--- src/rtl/cypher_stream_tx.sv ---
// cypher_stream_tx: nibble-stream transmitter for the cypher sequence detector.
// Sends up to 16 payload nibbles with a timed read strobe (HOLD high, GAP low)
// and tracks the reference verdict (cypher seen, nibble sum) as it goes.
module cypher_stream_tx #(
  parameter int HOLD_CYCLES = 30,
  parameter int GAP_CYCLES  = 30
) (
  input  logic        clock,
  input  logic        reset,
  input  logic        start,
  input  logic [15:0] cypher_in,
  input  logic [63:0] payload_in,
  input  logic [3:0]  len_in,
  output logic [15:0] cypher,
  output logic [3:0]  four_bit_input,
  output logic        read,
  output logic        busy,
  output logic        done,
  output logic        expected_find,
  output logic [7:0]  expected_sum
);

  // The phase counter only has to reach the longer of the two windows.
  localparam int MAX_CYC = (HOLD_CYCLES > GAP_CYCLES) ? HOLD_CYCLES : GAP_CYCLES;
  localparam int CW      = (MAX_CYC > 1) ? $clog2(MAX_CYC) : 1;
  localparam logic [CW-1:0] HOLD_LAST = CW'(HOLD_CYCLES - 1);
  localparam logic [CW-1:0] GAP_LAST  = CW'(GAP_CYCLES - 1);

  typedef enum logic [1:0] {
    ST_IDLE = 2'd0,
    ST_HOLD = 2'd1,
    ST_GAP  = 2'd2,
    ST_DONE = 2'd3
  } state_t;

  state_t        r_state;
  state_t        w_next_state;
  logic [CW-1:0] r_phase;
  logic [15:0]   r_cypher;
  logic [63:0]   r_payload;   // current nibble always sits in [3:0]
  logic [3:0]    r_len;
  logic [3:0]    r_idx;
  logic [15:0]   r_window;    // newest nibble in [15:12]
  logic [2:0]    r_cnt;       // nibbles sent, saturating at 4
  logic          r_find;
  logic [7:0]    r_sum;
  logic          r_read;
  logic          r_busy;
  logic          r_done;

  logic          w_load;
  logic          w_hold_end;
  logic          w_gap_end;
  logic          w_advance;
  logic [15:0]   w_window_next;
  logic [2:0]    w_cnt_next;
  logic          w_match;

  // Window/count as they will be after the current nibble is shifted in;
  // the match is judged on these so find registers on the same edge.
  assign w_window_next = {r_payload[3:0], r_window[15:4]};
  assign w_cnt_next    = (r_cnt == 3'd4) ? 3'd4 : (r_cnt + 3'd1);
  assign w_match       = (w_cnt_next == 3'd4) && (w_window_next == r_cypher);

  // State register.
  always_ff @(posedge clock or posedge reset) begin
    if (reset) begin
      r_state <= ST_IDLE;
    end else begin
      r_state <= w_next_state;
    end
  end

  // Next-state logic and the per-edge control strobes.
  always_comb begin
    w_next_state = r_state;
    w_load       = 1'b0;
    w_hold_end   = 1'b0;
    w_gap_end    = 1'b0;
    w_advance    = 1'b0;
    case (r_state)
      ST_IDLE: begin
        if (start) begin
          w_load       = 1'b1;
          w_next_state = ST_HOLD;
        end else begin
          w_next_state = ST_IDLE;
        end
      end
      ST_HOLD: begin
        if (r_phase == HOLD_LAST) begin
          w_hold_end   = 1'b1;
          w_next_state = ST_GAP;
        end else begin
          w_next_state = ST_HOLD;
        end
      end
      ST_GAP: begin
        if (r_phase == GAP_LAST) begin
          w_gap_end = 1'b1;
          if (r_idx == r_len) begin
            w_next_state = ST_DONE;
          end else begin
            w_advance    = 1'b1;
            w_next_state = ST_HOLD;
          end
        end else begin
          w_next_state = ST_GAP;
        end
      end
      ST_DONE: begin
        w_next_state = ST_IDLE;
      end
      default: begin
        w_next_state = ST_IDLE;
      end
    endcase
  end

  // Phase counter: restarts at every state change, counts within HOLD/GAP.
  always_ff @(posedge clock or posedge reset) begin
    if (reset) begin
      r_phase <= {CW{1'b0}};
    end else if ((w_next_state == r_state) &&
                 ((r_state == ST_HOLD) || (r_state == ST_GAP))) begin
      r_phase <= r_phase + CW'(1);
    end else begin
      r_phase <= {CW{1'b0}};
    end
  end

  // Transfer datapath: latch on start, fold nibble into verdict at HOLD end,
  // step to the next nibble at GAP end.
  always_ff @(posedge clock or posedge reset) begin
    if (reset) begin
      r_cypher  <= 16'h0000;
      r_payload <= 64'h0;
      r_len     <= 4'd0;
      r_idx     <= 4'd0;
      r_window  <= 16'h0000;
      r_cnt     <= 3'd0;
      r_find    <= 1'b0;
      r_sum     <= 8'd0;
    end else if (w_load) begin
      r_cypher  <= cypher_in;
      r_payload <= payload_in;
      r_len     <= len_in;
      r_idx     <= 4'd0;
      r_window  <= 16'h0000;
      r_cnt     <= 3'd0;
      r_find    <= 1'b0;
      r_sum     <= 8'd0;
    end else if (w_hold_end) begin
      r_window  <= w_window_next;
      r_cnt     <= w_cnt_next;
      r_sum     <= r_sum + {4'h0, r_payload[3:0]};
      r_find    <= r_find | w_match;
    end else if (w_advance) begin
      r_idx     <= r_idx + 4'd1;
      r_payload <= {4'h0, r_payload[63:4]};
    end else begin
      r_idx     <= r_idx;
    end
  end

  // Registered strobes derived from the state being entered.
  always_ff @(posedge clock or posedge reset) begin
    if (reset) begin
      r_read <= 1'b0;
      r_busy <= 1'b0;
      r_done <= 1'b0;
    end else begin
      r_read <= (w_next_state == ST_HOLD);
      r_busy <= (w_next_state != ST_IDLE);
      r_done <= (w_next_state == ST_DONE);
    end
  end

  assign cypher         = r_cypher;
  assign four_bit_input = r_payload[3:0];
  assign read           = r_read;
  assign busy           = r_busy;
  assign done           = r_done;
  assign expected_find  = r_find;
  assign expected_sum   = r_sum;

endmodule

--- config.mk ---
export PLATFORM = sky130hd
export DESIGN_NAME = cypher_stream_tx
export DESIGN_NICKNAME = d
export VERILOG_FILES = /design/src/rtl/cypher_stream_tx.sv
export SDC_FILE = /design/constraint.sdc
export NUM_CORES = 1
export LEC_CHECK = 0
export CORE_MARGIN = 1.5
export CORE_UTILIZATION = 50
export CTS_CLUSTER_DIAMETER = 200
export DETAILED_ROUTE_END_ITERATION = 16
export GPL_TIMING_DRIVEN = 0
export PLACE_DENSITY = 0.81
export SLEW_MARGIN = 20
export SYNTH_ARGS = -nofsm -noshare
export SYNTH_HDL_FRONTEND = slang
export SYNTH_SLANG_ARGS = --single-unit
--- constraint.sdc ---
create_clock -name clock -period 5.4 [get_ports clock]
set_clock_uncertainty 0.15 [all_clocks]
set_input_delay 0.54 -clock clock [delete_from_list [all_inputs] [get_ports clock]]
set_output_delay 0.54 -clock clock [all_outputs]
set_load 0.005 [all_outputs]
==> impl_results.md <==
* Final worst setup slack at 2710 ps
* Placed insts at 940
* All-Layer GR Usage at 26.1%
* Hold crit path type: register to register
* Max-cap violations at 0
* Most frequent cells in the layout: nand2_1, nand3_1, dfrtp_1
* Cells after synthesis at 678
* GR Overflow Total at 0
* Nets at 917
* Achievable frequency at 371 MHz
* CTS Hold Bufs at 0
* PD cells at 268 nW/um2
* Fin. Hold Viols at 0
* # DRC at 0
* Initial antenna violation count at 0
* Sequential fraction of the synthesis area at 51.8%
* CTS sink cnt at 122
* Count of pins over their slew limit at 0
* Worst slew margin at 58.4%
* Status: finished, final reports clean
* Actual slew at the worst max-slew pin at 624 ps
* Library cells used by synthesis at 42
* Remaining antenna violation count at 0
* Period utilization at 49.9%
* Worst-path fanout max at 10
* Yosys top cell area share at 51.8%
* CORE AREA at 11500 um2
* DP Area at 7290 um2
* CP Launch Point: r_state[1]
* DR WL/cell at 15.6 um
* Final Instance Area at 7870 um2
* Worst-skew pair later-pin latency at 430 ps
* Crit path buf inv count at 4
* VDD IR max at 0.227 mV
* Critical path type: register to register
* Cell at the slowest stage of the critical path: clkbuf_1
* Final wirelength at 15100 um
* Commonest non-fill, non-tap cell in the layout: nand2_1
* CP top delay family: buffers and inverters
* Syn avg cell area at 8.69 um2
* Gpl congestion at 0.849
* Via-to-Cell Ratio at 5.58
* Layout Cells excl Fill at 972
* Worst r2r src: r_state[1]
* Detailed Place HPWL at 10800 um
* Yosys top cell by area: dfrtp_1
* Yosys synthesis warning count at 0
* Finish-stage setup viols at 0
* Die area at 12400 um2
* CP cell instances: inv_1 -> ha_1 -> and2_1 -> clkbuf_1 -> clkbuf_1 -> buf_1 -> nand2_1 -> nand2_1
* Synth Register Bits at 122
* Crit end category: register
* Die X at 112 um
* Worst EP required at 5610 ps
* Initial DRC count at 377
* Worst-path clk slew at 60 ps
* Data arrival, critical path at 2900 ps
* Pleak at 3.58 nW
* Vias in the first global route at 5595
* Crit path largest cell delay at 480 ps
* Largest net degree at the start of global routing at 65
* Setup bufs post-CTS at 0
* Inserted Clock Buffers at 17
* Vias at 5428
* Cell Area, Synth at 5890 um2
* RSZ-0062 raised after global routing: false
* Hold Crit Start: r_phase[0]
* Ports at 119
* Syn Nets at 779
* First-pass GRT wire length at 26000 um
* Rows at 39
* Largest cells by area after synthesis: dfrtp_1, nand3_1, nand2_1
* PortBufs at 118
* Clk root buf: clkbuf_16
* First-pass DRT Iterations at 5
* Worst reg2reg setup slack at 2710 ps
* Area Growth Syn to Fin at 33.5%
* CP Launch Type: register
* Clk buf depth at 2
* Worst slack at placement at 2470 ps
* Post-cts sizing count at 0
* Antenna Cells at 0
* Vert. Die Dim at 112 um
* Crit path time final at 2690 ps
* H-tree lvl count at 4
* Share of layout cells above drive strength 1 at 6.39%
* Starting Density at 51.4%
* TritonCTS clock tree: yes
-- synthesized netlist by cell type, drive strengths merged --
master / n
nor3b: 5
or2: 1
o31a: 1
buf: 22
o41ai: 1
xor2: 12
o21a: 1
nand2b: 1
and4: 1
fa: 1
a21o: 1
o21ai: 6
or4: 1
nand4: 2
nor4: 4
nand4bb: 1
a22oi: 1
a31oi: 4
ha: 13
nor2b: 3
o211ai: 5
a32o: 1
nand3: 170
or3b: 1
nor3: 5
nor2: 27
a211o: 1
a21oi: 25
inv: 10
a31o: 1
clkbuf: 31
mux2: 1
a211oi: 4
dfrtp: 122
xnor2: 17
and2: 2
nand2: 171
and4b: 1
mux2i: 1
-- kinds of logic after synthesis --
group           share of synthesized area (%)
compound gates                           5.48
mux                                     0.361
fa+ha+maj                                3.10
xor+xnor                                 4.31
buf+inv                                  4.59
flops                                    51.8
simple gates                             30.4
-- worst paths after layout --
kind,end,cells past startpoint
max,cypher[4],8
min,r_phase[0],1
max reg2reg,cypher[4],8
min reg2reg,r_phase[0],1
max in group asynchronous,r_window[13],3
min in group asynchronous,r_cnt[0],2
-- layer usage --
layer | GRT usage, % | routed length [um] | vias to the layer above
met5 | 0 | 0 | -
met1 | 31.7 | 6270 | 2614
met3 | 6.80 | 1030 | 36
met4 | 11.2 | 377 | 0
met2 | 44.1 | 7460 | 213
li1 | - | - | 2565
-- layout make-up --
cell class / instances / area (um2)
multi-input cells: 493 / 2570
inverters: 10 / 42.5
fillers: 899 / 3600
flip-flops and latches: 122 / 3050
repair buffers: 119 / 1210
plain buffers: 53 / 233
well taps: 143 / 179
clock inverters: 14 / 150
clock buffers: 18 / 429
-- stage by stage --
step                      utilization [%]  hold slack [ps]  setup TNS (ps)  total power, mW
after floorplan                         -              311               0            0.945
after global placement               63.3              327          -16350             1.01
after detailed placement             63.5              341               0             1.02
after CTS                            68.6              354               0             2.12
after global routing                 68.6              387               0             2.16
final                                68.6              352               0             2.11
-- flip-flops by register name (all words and copies together), names as in the netlist --
| register | cells |
|---|---|
| r_phase | 5 |
| r_payload | 64 |
| r_len | 4 |
| r_cnt | 3 |
| busy | 1 |
| cypher | 16 |
| r_window | 12 |
| expected_sum | 8 |
| expected_find | 1 |
| r_state | 2 |
| read | 1 |
| done | 1 |
| r_idx | 4 |
-- where the power goes --
group | switching (mW) | total (mW) | internal (mW)
sequential | 0 | 0.915 | 0.915
combinational | 0.0286 | 0.0854 | 0.0568
clock | 0.429 | 1.11 | 0.678
total | 0.457 | 2.11 | 1.65
Power figures use the tool's default switching activity.
